==> config.mk <==
export PLATFORM = sky130hd
export DESIGN_NAME = id_operand_stage
export DESIGN_NICKNAME = d
export VERILOG_FILES = /design/src/rtl/rv32i_pkg.sv /design/src/rtl/imm_gen.sv /design/src/rtl/id_operand_stage.sv
export SDC_FILE = /design/constraint.sdc
export NUM_CORES = 1
export LEC_CHECK = 0
export ABC_AREA = 1
export ABC_CLOCK_PERIOD_IN_PS = 2300
export BUFFER_PORTS_ARGS = -buffer_cell sky130_fd_sc_hd__buf_4
export CORE_ASPECT_RATIO = 1.2
export CORE_MARGIN = 2
export CORE_UTILIZATION = 25
export CTS_BUF_LIST = sky130_fd_sc_hd__clkbuf_16
export DETAILED_ROUTE_END_ITERATION = 7
export SYNTH_ARGS = -nofsm -noshare
export SYNTH_HDL_FRONTEND = slang
export SYNTH_SLANG_ARGS = --single-unit
==> constraint.sdc <==
create_clock -name clk_i -period 2.3 [get_ports clk_i]
set_clock_uncertainty 0.1 [all_clocks]
set_input_delay 0.345 -clock clk_i [delete_from_list [all_inputs] [get_ports clk_i]]
set_output_delay 0.345 -clock clk_i [all_outputs]
set_load 0.01 [all_outputs]
==> src/rtl/rv32i_pkg.sv <==
// Shared RV32I decode definitions: opcode constants, immediate formats and
// small opcode classification helpers used by the decode stage.
package rv32i_pkg;

    localparam int XLEN = 32;

    localparam logic [6:0] OPC_LUI      = 7'b0110111;
    localparam logic [6:0] OPC_AUIPC    = 7'b0010111;
    localparam logic [6:0] OPC_JAL      = 7'b1101111;
    localparam logic [6:0] OPC_JALR     = 7'b1100111;
    localparam logic [6:0] OPC_BRANCH   = 7'b1100011;
    localparam logic [6:0] OPC_LOAD     = 7'b0000011;
    localparam logic [6:0] OPC_STORE    = 7'b0100011;
    localparam logic [6:0] OPC_OP_IMM   = 7'b0010011;
    localparam logic [6:0] OPC_OP       = 7'b0110011;
    localparam logic [6:0] OPC_MISC_MEM = 7'b0001111;
    localparam logic [6:0] OPC_SYSTEM   = 7'b1110011;

    typedef enum logic [2:0] {
        IMM_NONE = 3'd0,
        IMM_I    = 3'd1,
        IMM_S    = 3'd2,
        IMM_B    = 3'd3,
        IMM_U    = 3'd4,
        IMM_J    = 3'd5
    } imm_fmt_e;

    function automatic logic opc_legal(input logic [6:0] opc);
        case (opc)
            OPC_LUI, OPC_AUIPC, OPC_JAL, OPC_JALR, OPC_BRANCH, OPC_LOAD,
            OPC_STORE, OPC_OP_IMM, OPC_OP, OPC_MISC_MEM, OPC_SYSTEM:
                opc_legal = 1'b1;
            default: opc_legal = 1'b0;
        endcase
    endfunction

    function automatic logic opc_writes_rd(input logic [6:0] opc);
        case (opc)
            OPC_LUI, OPC_AUIPC, OPC_JAL, OPC_JALR, OPC_LOAD, OPC_OP_IMM, OPC_OP:
                opc_writes_rd = 1'b1;
            default: opc_writes_rd = 1'b0;
        endcase
    endfunction

    // rs1 is treated as read for every opcode except the pure-immediate forms,
    // so unknown encodings stall conservatively behind loads.
    function automatic logic opc_uses_rs1(input logic [6:0] opc);
        case (opc)
            OPC_LUI, OPC_AUIPC, OPC_JAL: opc_uses_rs1 = 1'b0;
            default:                     opc_uses_rs1 = 1'b1;
        endcase
    endfunction

endpackage

==> src/rtl/imm_gen.sv <==
// Combinational RV32I immediate generator: classifies the instruction format
// and produces the sign-extended 32-bit immediate.
module imm_gen
    import rv32i_pkg::*;
(
    input  logic [31:0] instr,
    output logic [31:0] imm,
    output imm_fmt_e    fmt
);

    // Format selection from the opcode field
    always_comb begin
        fmt = IMM_NONE;
        case (instr[6:0])
            OPC_JALR, OPC_LOAD, OPC_OP_IMM, OPC_MISC_MEM, OPC_SYSTEM: fmt = IMM_I;
            OPC_STORE:                                                fmt = IMM_S;
            OPC_BRANCH:                                               fmt = IMM_B;
            OPC_LUI, OPC_AUIPC:                                       fmt = IMM_U;
            OPC_JAL:                                                  fmt = IMM_J;
            default:                                                  fmt = IMM_NONE;
        endcase
    end

    // Immediate assembly per format
    always_comb begin
        imm = 32'd0;
        case (fmt)
            IMM_I:   imm = {{20{instr[31]}}, instr[31:20]};
            IMM_S:   imm = {{20{instr[31]}}, instr[31:25], instr[11:7]};
            IMM_B:   imm = {{19{instr[31]}}, instr[31], instr[7], instr[30:25],
                            instr[11:8], 1'b0};
            IMM_U:   imm = {instr[31:12], 12'd0};
            IMM_J:   imm = {{11{instr[31]}}, instr[31], instr[19:12], instr[20],
                            instr[30:21], 1'b0};
            default: imm = 32'd0;
        endcase
    end

endmodule

==> src/rtl/id_operand_stage.sv <==
// Decode / operand-fetch stage: decodes the fetched instruction, reads the
// regfile with writeback bypass, and stalls dependents of in-flight loads.
module id_operand_stage
    import rv32i_pkg::*;
#(
    parameter int LOAD_LAT = 1,
    parameter int XLEN     = rv32i_pkg::XLEN
) (
    input  logic            clk_i,
    input  logic            rst_n_i,
    input  logic            valid_i,
    output logic            ready_o,
    input  logic [31:0]     instr_i,
    input  logic [XLEN-1:0] pc_i,
    input  logic            flush_i,
    output logic [4:0]      rs1_o,
    output logic [4:0]      rs2_o,
    input  logic [XLEN-1:0] rs1_data_i,
    input  logic [XLEN-1:0] rs2_data_i,
    input  logic            wb_we_i,
    input  logic [4:0]      wb_rd_i,
    input  logic [XLEN-1:0] wb_data_i,
    output logic            valid_o,
    input  logic            ready_i,
    output logic [XLEN-1:0] pc_o,
    output logic [XLEN-1:0] op_a_o,
    output logic [XLEN-1:0] op_b_o,
    output logic [XLEN-1:0] imm_o,
    output logic [4:0]      rd_o,
    output logic [6:0]      opcode_o,
    output logic [2:0]      funct3_o,
    output logic            funct7b5_o,
    output logic            reg_write_o,
    output logic            illegal_o
);

    localparam logic [1:0] LOAD_LAT_C = 2'(LOAD_LAT);

    logic [6:0]      opcode_s;
    logic [4:0]      rs1_s;
    logic [4:0]      rs2_s;
    logic [31:0]     imm_s;
    imm_fmt_e        fmt_s;
    logic            rs1_use_s;
    logic            rs2_use_s;
    logic            legal_s;
    logic            reg_write_s;
    logic            hazard_s;
    logic            fire_in_s;
    logic            fire_out_s;
    logic [XLEN-1:0] op_a_s;
    logic [XLEN-1:0] op_b_s;

    logic            valid_r;
    logic [XLEN-1:0] pc_r;
    logic [XLEN-1:0] op_a_r;
    logic [XLEN-1:0] op_b_r;
    logic [XLEN-1:0] imm_r;
    logic [4:0]      rd_r;
    logic [6:0]      opcode_r;
    logic [2:0]      funct3_r;
    logic            funct7b5_r;
    logic            reg_write_r;
    logic            illegal_r;
    logic [4:0]      load_rd_r;
    logic [1:0]      cnt_r;

    imm_gen u_imm_gen (
        .instr (instr_i),
        .imm   (imm_s),
        .fmt   (fmt_s)
    );

    assign opcode_s    = instr_i[6:0];
    assign rs1_s       = instr_i[19:15];
    assign rs2_s       = instr_i[24:20];
    assign rs1_use_s   = opc_uses_rs1(opcode_s);
    // Only S, B and register-register forms read rs2.
    assign rs2_use_s   = (fmt_s == IMM_S) || (fmt_s == IMM_B) || (opcode_s == OPC_OP);
    assign legal_s     = opc_legal(opcode_s);
    assign reg_write_s = opc_writes_rd(opcode_s) & legal_s;

    assign fire_in_s   = valid_i & ready_o;
    assign fire_out_s  = valid_r & ready_i;

    // Load-use hazard against the load in this stage or one that just left
    always_comb begin
        hazard_s = 1'b0;
        if (valid_r && (opcode_r == OPC_LOAD) && (rd_r != 5'd0) &&
            ((rs1_use_s && (rs1_s == rd_r)) || (rs2_use_s && (rs2_s == rd_r)))) begin
            hazard_s = 1'b1;
        end else if ((cnt_r != 2'd0) && (load_rd_r != 5'd0) &&
                     ((rs1_use_s && (rs1_s == load_rd_r)) ||
                      (rs2_use_s && (rs2_s == load_rd_r)))) begin
            hazard_s = 1'b1;
        end else begin
            hazard_s = 1'b0;
        end
    end

    assign ready_o = (~valid_r | ready_i) & ~hazard_s & ~flush_i;

    // Operand selection: x0 reads zero, same-cycle writeback overrides the regfile
    always_comb begin
        op_a_s = rs1_data_i;
        op_b_s = rs2_data_i;
        if (rs1_s == 5'd0) begin
            op_a_s = {XLEN{1'b0}};
        end else if (wb_we_i && (wb_rd_i == rs1_s)) begin
            op_a_s = wb_data_i;
        end else begin
            op_a_s = rs1_data_i;
        end
        if (rs2_s == 5'd0) begin
            op_b_s = {XLEN{1'b0}};
        end else if (wb_we_i && (wb_rd_i == rs2_s)) begin
            op_b_s = wb_data_i;
        end else begin
            op_b_s = rs2_data_i;
        end
    end

    // Pipeline register; payload only changes on an accepted instruction
    always_ff @(posedge clk_i or negedge rst_n_i) begin
        if (!rst_n_i) begin
            valid_r     <= 1'b0;
            pc_r        <= {XLEN{1'b0}};
            op_a_r      <= {XLEN{1'b0}};
            op_b_r      <= {XLEN{1'b0}};
            imm_r       <= {XLEN{1'b0}};
            rd_r        <= 5'd0;
            opcode_r    <= 7'd0;
            funct3_r    <= 3'd0;
            funct7b5_r  <= 1'b0;
            reg_write_r <= 1'b0;
            illegal_r   <= 1'b0;
        end else if (flush_i) begin
            valid_r <= 1'b0;
        end else if (fire_in_s) begin
            valid_r     <= 1'b1;
            pc_r        <= pc_i;
            op_a_r      <= op_a_s;
            op_b_r      <= op_b_s;
            imm_r       <= XLEN'($signed(imm_s));
            rd_r        <= reg_write_s ? instr_i[11:7] : 5'd0;
            opcode_r    <= opcode_s;
            funct3_r    <= instr_i[14:12];
            funct7b5_r  <= instr_i[30];
            reg_write_r <= reg_write_s;
            illegal_r   <= ~legal_s;
        end else if (ready_i) begin
            valid_r <= 1'b0;
        end
    end

    // Tracker that keeps dependents held for LOAD_LAT cycles after a load leaves
    always_ff @(posedge clk_i or negedge rst_n_i) begin
        if (!rst_n_i) begin
            load_rd_r <= 5'd0;
            cnt_r     <= 2'd0;
        end else if (flush_i) begin
            cnt_r <= 2'd0;
        end else if (fire_out_s && (opcode_r == OPC_LOAD) && (rd_r != 5'd0)) begin
            load_rd_r <= rd_r;
            cnt_r     <= LOAD_LAT_C;
        end else if (cnt_r != 2'd0) begin
            cnt_r <= cnt_r - 2'd1;
        end
    end

    assign rs1_o       = rs1_s;
    assign rs2_o       = rs2_s;
    assign valid_o     = valid_r;
    assign pc_o        = pc_r;
    assign op_a_o      = op_a_r;
    assign op_b_o      = op_b_r;
    assign imm_o       = imm_r;
    assign rd_o        = rd_r;
    assign opcode_o    = opcode_r;
    assign funct3_o    = funct3_r;
    assign funct7b5_o  = funct7b5_r;
    assign reg_write_o = reg_write_r;
    assign illegal_o   = illegal_r;

endmodule

# Yosys cells after proc, flatten, opt, wreduce, memory -nomap -nowiden
# Cells that the tools add are included.
[totals]
register_bits = 154
out_inout_bits = 158
wordCells = 96
[classes]
add_sub_neg = 1
n_eq_ne = 23
n_mux = 18
n_bitwise = 10
reduce_logical = 31
[op_table]
columns = ["operator", "n"]
rows = [
  ["$pmux W32 S5", 1],
  ["$mux W32", 4],
  ["$eq A5 B5 Y1", 6],
  ["$eq A7 B7 Y1 const B", 4],
  ["$eq A7 B6 Y1 const B", 3],
  ["$pmux W3 S5", 1],
  ["$eq A7 B2 Y1 const B", 2],
  ["$eq A7 B5 Y1 const B", 2],
  ["$logic_and A1 B1 Y1", 13],
  ["$reduce_or A11 Y1", 1],
  ["$logic_not A5 Y1", 2],
  ["$reduce_bool A5 Y1", 2],
  ["$mux W1", 8],
  ["$eq A7 B4 Y1 const B", 1],
  ["$reduce_or A7 Y1", 1],
  ["$eq A3 B2 Y1 const B", 2],
  ["$eq A3 B3 Y1 const B", 2],
  ["$mux W2", 3],
  ["$reduce_bool A3 Y1", 2],
  ["$and A1 B1 Y1", 5],
  ["$mux W5", 1],
  ["$reduce_or A5 Y1", 1],
  ["$logic_or A1 B1 Y1", 4],
  ["$not A1 Y1", 4],
  ["other kinds (7)", 8],
]

# Longest topological paths before layout
# Gate-level depths: netlist of the first run.
[logic_depth]
depth_word = 17
mapped_depth = 14

# By module
# From an unflattened synthesis of the first run, not the netlist that was laid out.
[unflattened]
cells_unflattened = 1434
hier_area_um2 = 9551.7
[by_module_without_submodules]
columns = ["mod", "n_inst", "cells_each", "area_per_inst_um2"]
rows = [
  ["id_operand_stage", 1, 1211, 8514.4],
  ["imm_gen", 1, 223, 1037.2],
]

# Worst setup path before layout of the first run
# OpenSTA, ideal clock, no wires.
[synth_path]
kind = "input to output"
startpoint = "input port instr_i[4]"
endpoint = "output port ready_o"
arrival_time_ns = 1.477
path_slack_ns = 0.378
cell_stages = 11
n_path_buf = 1
cell_sequence = "inv_1 > nand2_1 > nor2_4 > inv_2 > nor2_4 > inv_2 > nand2_4 > inv_2 > a21oi_2 > buf_4 > and2_1"
[synth_via]
elab_chain_len = 14
word_cells_on_any_way = 33
classes_between = "eq/ne (13); mux (4); bitwise (3); reduce/logical (13)"
[synth_lines]
columns = ["element", "line", "text"]
rows = [
  ["start, declared", "id_operand_stage.sv:13", "input logic [31:0] instr_i,"],
  ["$eq A7 B7 Y1 (tied with other cells)", "imm_gen.sv:14", "case (instr[6:0])"],
  ["$reduce_or A5 Y1 / $reduce_or A2 Y1 (equally long branches)", "imm_gen.sv:14", ""],
  ["$pmux W3 S5", "imm_gen.sv:14", ""],
  ["$eq A3 B2 Y1", "id_operand_stage.sv:79", "assign rs2_use_s = (fmt_s == IMM_S) || (fmt_s == IMM_B) || (opcode_s == OPC_OP);"],
  ["$logic_or A1 B1 Y1 (2 in series)", "id_operand_stage.sv:79", ""],
  ["$logic_and A1 B1 Y1", "id_operand_stage.sv:94", "(rs2_use_s && (rs2_s == load_rd_r)))) begin"],
  ["$logic_or A1 B1 Y1", "id_operand_stage.sv:93", "((rs1_use_s && (rs1_s == load_rd_r)) ||"],
  ["$logic_and A1 B1 Y1", "id_operand_stage.sv:92", "end else if ((cnt_r != 2'd0) && (load_rd_r != 5'd0) &&"],
  ["$mux W1", "id_operand_stage.sv:92", ""],
  ["$mux W1 (*)", "id_operand_stage.sv:89", "if (valid_r && (opcode_r == OPC_LOAD) && (rd_r != 5'd0) &&"],
  ["$not A1 Y1 (*)", "id_operand_stage.sv:101", "assign ready_o = (~valid_r | ready_i) & ~hazard_s & ~flush_i;"],
  ["$and A1 B1 Y1 (*) (2 in series)", "id_operand_stage.sv:101", ""],
  ["end, declared", "id_operand_stage.sv:12", "output logic ready_o,"],
]
# Every way passes the cells marked *; elsewhere a longest branch is shown, timed or not.

# Worst setup path in the final report of the first run
[layout_path]
startpoint = "register rd_r[3] (netlist: rd_o[3])"
endpoint = "output port ready_o"
[layout_via]
elab_chain_len = 8
word_cells_on_any_way = 12
classes_between = "eq/ne (2); mux (1); bitwise (3); reduce/logical (6)"
[layout_lines]
columns = ["element", "line", "text"]
rows = [
  ["start, declared", "id_operand_stage.sv:59", "logic [4:0] rd_r;"],
  ["start signal, assigned", "id_operand_stage.sv:145", "rd_r <= reg_write_s ? instr_i[11:7] : 5'd0;"],
  ["$eq A5 B5 Y1", "id_operand_stage.sv:90", "((rs1_use_s && (rs1_s == rd_r)) || (rs2_use_s && (rs2_s == rd_r)))) begin"],
  ["$logic_and A1 B1 Y1", "id_operand_stage.sv:90", ""],
  ["$logic_or A1 B1 Y1", "id_operand_stage.sv:90", ""],
  ["$logic_and A1 B1 Y1 (*)", "id_operand_stage.sv:89", ""],
  ["$mux W1 (*)", "id_operand_stage.sv:89", ""],
  ["$not A1 Y1 (*)", "id_operand_stage.sv:101", ""],
  ["$and A1 B1 Y1 (*) (2 in series)", "id_operand_stage.sv:101", ""],
]
# Marks and branches as above.

==> impl_metrics.ini, run 1 <==
[synthesis]
syn_inst = 1357
synth_nets = 1529
post_synthesis_sequential_area_ratio_pct = 42.2
postSynthAreaPerCell_sq_um = 6.72
synth.cell_area_sq_um = 9120
synth.lib_cells_used.distinct = 26
synth-seq-cells = 154
synth-warning-count = 0

[route]
routed-via-count = 9886
firstDrtPassIters = 5
avgRoutedWirePerCell_um = 15.8
dr_iter_0_viols = 592
antenna_left = 0
remaining_drc_errors = 0
route.detailed.vias_per_inst = 4.63
finalWirelength_mm = 33.8

[floorplanning]
placement_rows = 76
fp.dieW_um = 178
floorplan.initialDensity_pct = 25.4
floorplan.die.height_um = 213
die-area_sq_um = 38000
top_level_ports = 329
core_area_sq_um = 35900

[finish]
fin_nets = 1827
number_of_diodes_added_for_antenna_fixing = 0
stdcell_area_sq_um = 12900
layout-area-overhead-vs-synth_pct = 41.3
multiInputGateArea_sq_um = 4320
final_core_util_pct = 35.9
fillerInstances = 3830
fraction_of_layout_instances_using_a_drive_strength_above_1_pct = 26.2
sequential_area_sq_um = 3860

[clocking]
clock_tree_from_tritoncts = built
cts_max_level = 4
clk_pin_slew_ps = 70
cts_root_buf = clkbuf_16
cts.sink_count = 154
clock_tree.buffer_depth = 2
clk-insertion-delay-late_ps = 430
cts_made_buffers = 17

[worst_hold_path]
timing.hold.worst.class = input pin to flop
hold-path-endpoint = valid_o$_DFFE_PN0P_
hold_path_depth = 2
min_from = flush_i

[worst_setup_path]
kind_of_launch_point_of_the_worst_setup_path = flop
worst-endpoint-arrival_ps = 1860
critical_path.endpoint_type = output port
critPathKind = flop to output port
worstRegToRegCells = 11
r2r_setup_slack_ps = 240
crit-reg2reg-capture = op_a_o[4]$_DFFE_PN0P_
critical_path_required_ps = 1860
timing.rr.start = rd_o[2]$_DFFE_PN0P_
timing.critical_path.fanout_max = 6

[power]
power_switching_share_pct = 30.4
p_sw_uw = 2580
power.combinational.fraction_pct = 25.6
ir_drop_uv = 476
pwr-share-seq_pct = 39.0
internal-power_uw = 5890
static_power_due_to_leakage_uw = 0.00759
power_per_cell_area_nw_per_um2 = 656
clock_power_share_pct = 35.4

[timing]
slew-limit-headroom_pct = 67.8
fin_crit_sh_pct = 100
setup_ws_ps = -6.93
timing.fmax_ghz = 0.433
post-route-min-period_ps = 2310
maxSlewViolCount = 0
grt_setup_unrepaired = true
finalHoldViolations = 0
timing_worst_slew_pin_value_ps = 483
final-setup-viol-count = 1

[global_routing]
gr-total-overflow = 0
global_route_wire_length_before_repair_mm = 51.7
globalRouteTotalUtil_pct = 17.5
maximum_number_of_pins_on_one_net_before_global_route_repair = 75
grt_antenna_before_repair = 0
via_count_of_the_first_global_routing_pass = 9609

[placed_design]
hpwl_mm = 24.5
place_area_sq_um = 12100
place.port_buffers = 328
routability_driven_placement_congestion_ratio = 0.869

[flow_run]
max-cap-violations = 0

[run_status]
outcome = finished with violations
failing_checks = negative setup slack
cells in the mapped netlist:
cell | number | area, sq um
nand2_1 | 564 | 2120
nor2_1 | 171 | 642
dfrtp_1 | 154 | 3850
nand4_1 | 148 | 926
inv_1 | 118 | 443
clkbuf_1 | 55 | 206
nand3_1 | 37 | 185
buf_2 | 22 | 110
o21ai_0 | 16 | 80.1
buf_4 | 14 | 105
buf_6 | 11 | 124
a21boi_0 | 9 | 67.6
xnor2_1 | 8 | 70.1
a21oi_1 | 6 | 30.0
xor2_1 | 5 | 43.8
buf_1 | 3 | 11.3
inv_2 | 3 | 11.3
nor3_1 | 3 | 15.0
nor2_4 | 2 | 22.5
o21ai_1 | 2 | 10.0
a21oi_2 | 1 | 8.76
and2_1 | 1 | 6.26
clkinv_1 | 1 | 3.75
ha_1 | 1 | 12.5
nand2_4 | 1 | 11.3
o211ai_1 | 1 | 7.51
layer usage:
layer | global-route usage [%] | vias to the layer above | wire length, um
li1 | - | 4860 | -
met1 | 21.9 | 4603 | 14200
met2 | 28.8 | 374 | 16200
met3 | 4.49 | 49 | 2570
met4 | 6.39 | 0 | 849
met5 | 0 | - | 0
cells in the final DEF, fill, tap and decap left out:
cell type	n
inv_1	119
nor2_1	167
and2_4	1
buf_4	367
clkinv_4	3
clkinv_1	2
a21oi_1	6
ha_2	1
nor2_4	3
nand4_1	148
nand3_1	33
dlygate4sd3_1	1
nand2_1	561
nand2_4	2
o21ai_1	2
clkbuf_16	17
buf_6	2
inv_6	1
a21oi_4	1
dfrtp_1	150
buf_12	14
nand3_2	4
dfrtp_2	4
bufinv_16	4
xnor2_1	8
clkinv_2	3
nor2_2	3
nand2_2	2
xor2_1	5
o21ai_0	16
nor3_1	3
a21boi_0	9
o211ai_1	1
inv_2	4
how the worst max path moves through the flow:
| stage | from | end | slack, ps | depth (start not counted) |
|---|---|---|---|---|
| finish | rd_o[3]$_DFFE_PN0P_ | ready_o | -7 | 9 |
| global route | rd_o[2]$_DFFE_PN0P_ | ready_o | -120 | 9 |
| detailed placement | valid_o$_DFFE_PN0P_ | op_a_o[9]$_DFFE_PN0P_ | 120 | 12 |
| floorplan | instr_i[4] | ready_o | 380 | 11 |
| CTS | opcode_o[3]$_DFFE_PN0P_ | ready_o | -8 | 10 |
| global placement | valid_o$_DFFE_PN0P_ | op_b_o[11]$_DFFE_PN0P_ | 150 | 12 |
metrics by stage:
step / hold WS (ps) / setup slack [ps] / TNS [ps] / cells / power [uW]
after global routing: 27.1 / -116 / -116 / 2135 / 8950
after detailed placement: 180 / 122 / 0 / 2089 / 5460
after global placement: 177 / 153 / 0 / 2089 / 5430
final: 35.0 / -6.93 / -6.93 / 2135 / 8460
after floorplan: -50.6 / 378 / 0 / 1357 / 4250
after CTS: 11.1 / -7.76 / -7.76 / 2128 / 8560
sequential cells by signal, summed over array words and instances, names as in the netlist:
name,count
funct3_o,3
funct7b5_o,1
pc_o,32
illegal_o,1
op_a_o,32
load_rd_r,5
opcode_o,7
op_b_o,32
cnt_r,2
imm_o,32
valid_o,1
rd_o,5
reg_write_o,1
cells by family after synthesis:
logic type	share of synthesized area (%)
AND/OR/NAND/NOR	43.0
buffers and inverters	11.1
flip-flops	42.2
AO/OA/AOI/OAI	2.24
XOR/XNOR	1.25
adder cells (fa/ha/maj)	0.137
layout make-up:
| type | count | share of cell area (%) |
|---|---|---|
| Multi-Input combinational cell | 976 | 33.5 |
| Sequential cell | 154 | 29.9 |
| Timing Repair Buffer | 384 | 23.8 |
| Tap cell | 468 | 4.54 |
| Inverter | 122 | 3.55 |
| Clock buffer | 17 | 3.30 |
| Clock inverter | 14 | 1.41 |
critical path, stage by stage (launching register included):
cell and delay [ps]:
dfrtp_2 430, buf_4 140, xnor2_1 150, nand3_1 110, nor2_1 110, nand2_1 70
nand2_2 80, nand2_4 80, and2_4 140, buf_6 120
power by group through the flow:
stage                     Sequential [uW]  Clock, uW  Combinational (uW)
after floorplan                      3470          0                 778
after global placement               3340          0                2090
after detailed placement             3340          0                2120
after CTS                            3300       3090                2170
after global routing                 3340       3200                2410
final                                3300       3000                2170
timing repair:
item,CTS,global route
hold endpoints to repair,29,0
resized for setup,13,4
pin swaps,4,4
buffers inserted,7,7
setup endpoints to repair,1,1
hold buffers,1,0
Note: power is estimated with default switching activity, not from simulation.
==> run 2: changes to the inputs <==
- CORE_UTILIZATION: 25 -> 51
- PLACE_DENSITY: unset -> 0.82
==> impl_metrics.ini, run 2 (synthesis results as in run 1) <==
[finish]
layout_common_cells = nand2_1, buf_4, nor2_1
final_core_util_pct = 70.8
number_of_diodes_added_for_antenna_fixing = 0
fin_nets = 1814
fraction_of_layout_instances_using_a_drive_strength_above_1_pct = 25.9
stdcell_area_sq_um = 12400
fillerInstances = 1507
layout-area-overhead-vs-synth_pct = 35.9
final_common_cell = nand2_1

[route]
routed-via-count = 10088
dr_iter_0_viols = 960
avgRoutedWirePerCell_um = 16.0
route.detailed.vias_per_inst = 5.38
antenna_left = 0
firstDrtPassIters = 5
finalWirelength_mm = 30.1
remaining_drc_errors = 0

[floorplanning]
die-area_sq_um = 19000
floorplan.die.height_um = 151
fp.dieW_um = 126
placement_rows = 53
floorplan.initialDensity_pct = 52.1
core_area_sq_um = 17500
top_level_ports = 329

[power]
power_per_cell_area_nw_per_um2 = 655
internal-power_uw = 5570
pwr-share-seq_pct = 40.6
static_power_due_to_leakage_uw = 0.00750
ir_drop_uv = 545
power_switching_share_pct = 31.5
p_sw_uw = 2560
power.combinational.fraction_pct = 25.9
clock_power_share_pct = 33.5

[worst_setup_path]
critical_path_required_ps = 1860
cp_cell_sequence = inv_1, nand3_1, nor2_2, nor2_2, nand2_1, nand2_2, a21oi_4, and2_4, buf_6
critical_path.endpoint_type = output port
critPathKind = flop to output port
crit_path_top_delay_cell = dfrtp_2
max_stage_delay_ps = 440
path_delay_family = simple AND/OR/NAND/NOR gates
timing.critical_path.fanout_max = 5
worst-endpoint-arrival_ps = 1810
critical_path.n_buffers_inverters = 2
crit_path_frequent_cell = nor2_2
kind_of_launch_point_of_the_worst_setup_path = flop

[placed_design]
routability_driven_placement_congestion_ratio = 0.949
hpwl_mm = 20.9
place_area_sq_um = 11700
place.port_buffers = 328

[timing]
fin_crit_sh_pct = 98.3
post-route-min-period_ps = 2260
grt_setup_unrepaired = true
final-setup-viol-count = 0
hold_ws_ps = 60.8
timing_worst_slew_pin_value_ps = 606
finalHoldViolations = 0
slew-limit-headroom_pct = 59.6
maxSlewViolCount = 0
timing.fmax_ghz = 0.443

[global_routing]
grt_antenna_before_repair = 0
globalRouteTotalUtil_pct = 31.1
gr-total-overflow = 0
global_route_wire_length_before_repair_mm = 47.6
use_met1_pct = 39.3
use_met2_pct = 51.3
maximum_number_of_pins_on_one_net_before_global_route_repair = 84
via_count_of_the_first_global_routing_pass = 9253
layer_carrying_the_most_global_route_usage = met2
groute.layer.met3.usage_pct = 6.61

[clocking]
cts_root_buf = clkbuf_16
cts.sink_count = 154
clk-insertion-delay-late_ps = 420
cts_made_buffers = 17
clock_tree.buffer_depth = 2
cts_max_level = 4
clk_pin_slew_ps = 60
clock_tree_from_tritoncts = built

[worst_hold_path]
timing.hold.worst.class = input pin to flop

[flow_run]
max-cap-violations = 0

[run_status]
outcome = completed
[run 2: cell types whose count changed in the layout (fill, tap and decap cells not counted), sizes merged]
| cell | delta |
|---|---|
| buf | -13 |
| clkinv | +1 |
| bufinv | -3 |
| inv | +3 |
[run 2: layout make-up]
cell class | instances | area, sq um | share of cell area [%]
multi-input combinational | 976 | 4310 | 34.8
sequential | 154 | 3860 | 31.1
timing repair buffer | 371 | 2930 | 23.6
inverter | 122 | 458 | 3.69
clock buffer | 17 | 425 | 3.43
tap | 220 | 275 | 2.22
clock inverter | 15 | 139 | 1.12
[run 2: per-layer routing]
layer  routed length [um]  up-vias  part of all wire, %
li1                     -     4832                    -
met4                 1180        0                  3.9
met2                14700      509                   49
met3                 2680       90                  8.9
met5                    0        -                    0
met1                11500     4657                   38
[run 2: through the flow]
step | power [uW] | setup TNS, ps | cells | setup WS, ps
2_1_floorplan | 4250 | 0 | 1357 | 378
3_3_place_gp | 5330 | 0 | 1831 | 191
3_5_place_dp | 5380 | 0 | 1831 | 133
4_1_cts | 8140 | 0 | 1871 | 5.41
5_1_grt | 8510 | -75.3 | 1875 | -75.3
6_report | 8130 | 0 | 1875 | 40.1
[run 2: what timing repair did]
item | 4_1_cts | 5_1_grt
pin swaps | 3 | 8
hold buffers | 1 | 0
hold endpoints to repair | 53 | 0
gates cloned | 0 | 0
setup endpoints to repair | 1 | 1
gates resized for setup | 9 | 9
buffers inserted | 7 | 4
[run 2: power groups by stage]
stage / Combinational, uW / Clock [uW] / Sequential (uW)
final: 2110 / 2720 / 3300
after floorplan: 778 / 0 / 3470
after detailed placement: 2050 / 0 / 3340
after global routing: 2310 / 2860 / 3340
after global placement: 2000 / 0 / 3330
after CTS: 2090 / 2750 / 3300
[run 2: final timing paths]
path | from | endpoint | slack [ps] | depth (start not counted)
worst max register to register | rd_o[1]$_DFFE_PN0P_ | illegal_o$_DFFE_PN0P_ | 250 | 11
worst max-delay path | rd_o[1]$_DFFE_PN0P_ | ready_o | 40 | 9
worst min register to register | pc_o[28]$_DFFE_PN0P_ | pc_o[28]$_DFFE_PN0P_ | 370 | 2
max in group asynchronous | rst_n_i | op_a_o[26]$_DFFE_PN0P_ | 1080 | 3
min in group asynchronous | rst_n_i | op_a_o[14]$_DFFE_PN0P_ | 370 | 2
worst min-delay path | flush_i | valid_o$_DFFE_PN0P_ | 60 | 2
[run 2: worst reg2reg max path: stages, from the launching register on]
cell and delay [ps]:
dfrtp_2 440, inv_1 110, nand3_1 100, nor2_2 140, nor2_2 60, nand2_1 70
nand2_2 70, a21oi_4 130, buf_4 160, buf_12 300, nand4_1 210, nand2_1 100
==> run 3: changes to the inputs <==
- ABC_AREA: 1 -> unset
- CORE_UTILIZATION: 51 -> 50
==> impl_metrics.ini, run 3 <==
[run_status]
outcome = finished with violations
failing_checks = negative setup slack

[worst_setup_path]
worstSetupPathDepth = 7
timing.rr.start = load_rd_r[2]$_DFFE_PN0P_
worstRegToRegCells = 8
critPathKind = flop to output port
worst_setup_path_endpoint = ready_o
cp-startpoint = load_rd_r[2]$_DFFE_PN0P_
crit_path_top_delay_cell = dfrtp_1
timing.critical_path.fanout_max = 3
kind_of_launch_point_of_the_worst_setup_path = flop
worst-endpoint-arrival_ps = 1990
r2r_setup_slack_ps = -60
cp_cell_sequence = buf_4, xor2_1, nor3_1, nand4_1, buf_4, and4_4, buf_6
crit_path_frequent_cell = buf_4
crit-reg2reg-capture = op_b_o[9]$_DFFE_PN0P_
critical_path.endpoint_type = output port
critical_path.n_buffers_inverters = 3
critical_path_required_ps = 1860
path_delay_family = simple AND/OR/NAND/NOR gates
max_stage_delay_ps = 400

[global_routing]
maximum_number_of_pins_on_one_net_before_global_route_repair = 58
global_route_wire_length_before_repair_mm = 39.3
grt_antenna_before_repair = 2
gr-total-overflow = 0
globalRouteTotalUtil_pct = 28.9
via_count_of_the_first_global_routing_pass = 7167

[route]
routed-via-count = 6780
firstDrtPassIters = 4
dr_iter_0_viols = 311
finalWirelength_mm = 25.9
avgRoutedWirePerCell_um = 20.4
antenna_left = 0
route.detailed.vias_per_inst = 5.35
remaining_drc_errors = 0

[clocking]
cts_made_buffers = 17
clk-insertion-delay-late_ps = 420
clock_tree_from_tritoncts = built
cts_max_level = 4
clk_pin_slew_ps = 60
cts.sink_count = 154
cts_root_buf = clkbuf_16
clock_tree.buffer_depth = 2

[synthesis]
post_synthesis_xor_xnor_area_fraction_pct = 3.35
most_numerous_cell_in_the_yosys_netlist = dfrtp_1
share_of_the_synthesized_area_in_compound_gates_ao_oa_aoi_oai_pct = 3.90
synthAdderAreaFrac_pct = 0.149
synth.area.mux_share_pct = 33.0
yosys.area_share.simple_pct = 7.86
synth-warning-count = 0
synth.top_cell.area_share_pct = 46.0
synth-seq-cells = 154
ys_top_cells_by_count = dfrtp_1, mux2_4, mux2i_1
post-synth-top-area-cell = dfrtp_1
synth.lib_cells_used.distinct = 46
dominantRegCellSynth = dfrtp_1
post_synthesis_sequential_area_ratio_pct = 46.0
synth_async_sr_flop_share_pct = 100
postSynthAreaPerCell_sq_um = 12.3
synth.cell_area_sq_um = 8370
syn_inst = 680
synth_nets = 852
synth-edff-count = 0
synth.area.top_cells = dfrtp_1, mux2_4, mux2i_1
main_combinational_cell_family_by_area_after_synthesis = multiplexers

[flow_run]
max-cap-violations = 0

[floorplanning]
fp.dieW_um = 122
floorplan.die.height_um = 146
placement_rows = 51
top_level_ports = 329
core_area_sq_um = 16300
floorplan.initialDensity_pct = 51.2
die-area_sq_um = 17800

[timing]
maxSlewViolCount = 0
fin_crit_sh_pct = 106
grt_setup_unrepaired = true
slew-limit-headroom_pct = 55.7
post-route-min-period_ps = 2430
timing_worst_slew_pin_value_ps = 664
setup_ws_ps = -134
setup-tns-final_ps = -2770
final-setup-viol-count = 99
finalHoldViolations = 0
timing.fmax_ghz = 0.411

[finish]
layout-area-overhead-vs-synth_pct = 45.4
layout_common_cells = buf_4, dfrtp_1, mux2_4
fillerInstances = 1098
stdcell_area_sq_um = 12200
final_common_cell = buf_4
final_core_util_pct = 74.5
fin_nets = 1213
fraction_of_layout_instances_using_a_drive_strength_above_1_pct = 55.0

[worst_hold_path]
timing.hold.worst.class = input pin to flop
hold_path_depth = 2

[power]
p_total_uw = 8430
static_power_due_to_leakage_uw = 0.00596
ir_drop_uv = 516
power_per_cell_area_nw_per_um2 = 692

[placed_design]
place_area_sq_um = 11300
dp_slack_ps = -201
routability_driven_placement_congestion_ratio = 0.917
place.port_buffers = 328
hpwl_mm = 18.8
run 3: power by group:
part,leakage [uW],switching (uW),internal [uW]
clock,0.000276,1220,1530
sequential,0.00190,263,3090
combinational,0.00378,950,1380
run 3: cells by family after synthesis:
logic type / after synthesis
buf+inv: 84
mux: 216
compound gates: 51
simple gates: 142
fa+ha+maj: 1
xor+xnor: 32
flops: 154
run 3: metal layers:
metal / GRT usage, % / part of all wire (%) / vias up
li1: - / - / 3059
met1: 32.4 / 37 / 3342
met2: 51.7 / 53 / 311
met3: 7.09 / 6.9 / 66
met4: 12.0 / 3.6 / 2
met5: 0 / 0.050 / -
run 3: worst min path at each step:
stage          startpoint                endpoint  slack, ps
3_5_place_dp      rst_n_i  op_a_o[30]$_DFFE_PN0P_        240
4_1_cts           ready_i    cnt_r[1]$_DFFE_PN0P_         10
6_report          ready_i    cnt_r[1]$_DFFE_PN0P_         30
5_1_grt           ready_i    cnt_r[1]$_DFFE_PN0P_         20
2_1_floorplan     rst_n_i    cnt_r[0]$_DFFE_PN0P_        -50
3_3_place_gp      rst_n_i  op_a_o[11]$_DFFE_PN0P_        250
run 3: what timing repair did:
| action | 4_1_cts | 5_1_grt |
|---|---|---|
| pin swaps | 8 | 5 |
| endpoints found under the hold margin | 57 | 0 |
| hold buffers | 2 | 0 |
| setup endpoints to repair | 2 | 137 |
| cloned | 1 | 1 |
| resized for setup | 15 | 23 |
| buffers inserted | 9 | 0 |
run 3: cell type report:
type	count	area, sq um	share of cell area, %
multi-input cells	442	4150	34.1
inverters	26	97.6	0.802
clock inverters	15	150	1.23
flip-flops and latches	154	3860	31.7
repair buffers	400	3220	26.5
well taps	212	265	2.18
diodes	1	2.50	0.0206
clock buffers	17	425	3.50
run 3: through the flow:
stage                     hold slack [ps]  std cells
final                                31.4       1267
after global routing                 22.2       1266
after CTS                            12.2       1265
after detailed placement              245       1221
after global placement                247       1221
after floorplan                     -50.6        680
run 3: worst reg2reg max path, cell delays in order (launching register included):
cell and delay, ps:
dfrtp_1 400, buf_4 160, xor2_1 130, nor3_1 200
nand4_1 200, and3_1 230, and3_4 270, buf_16 220
mux2_1 350
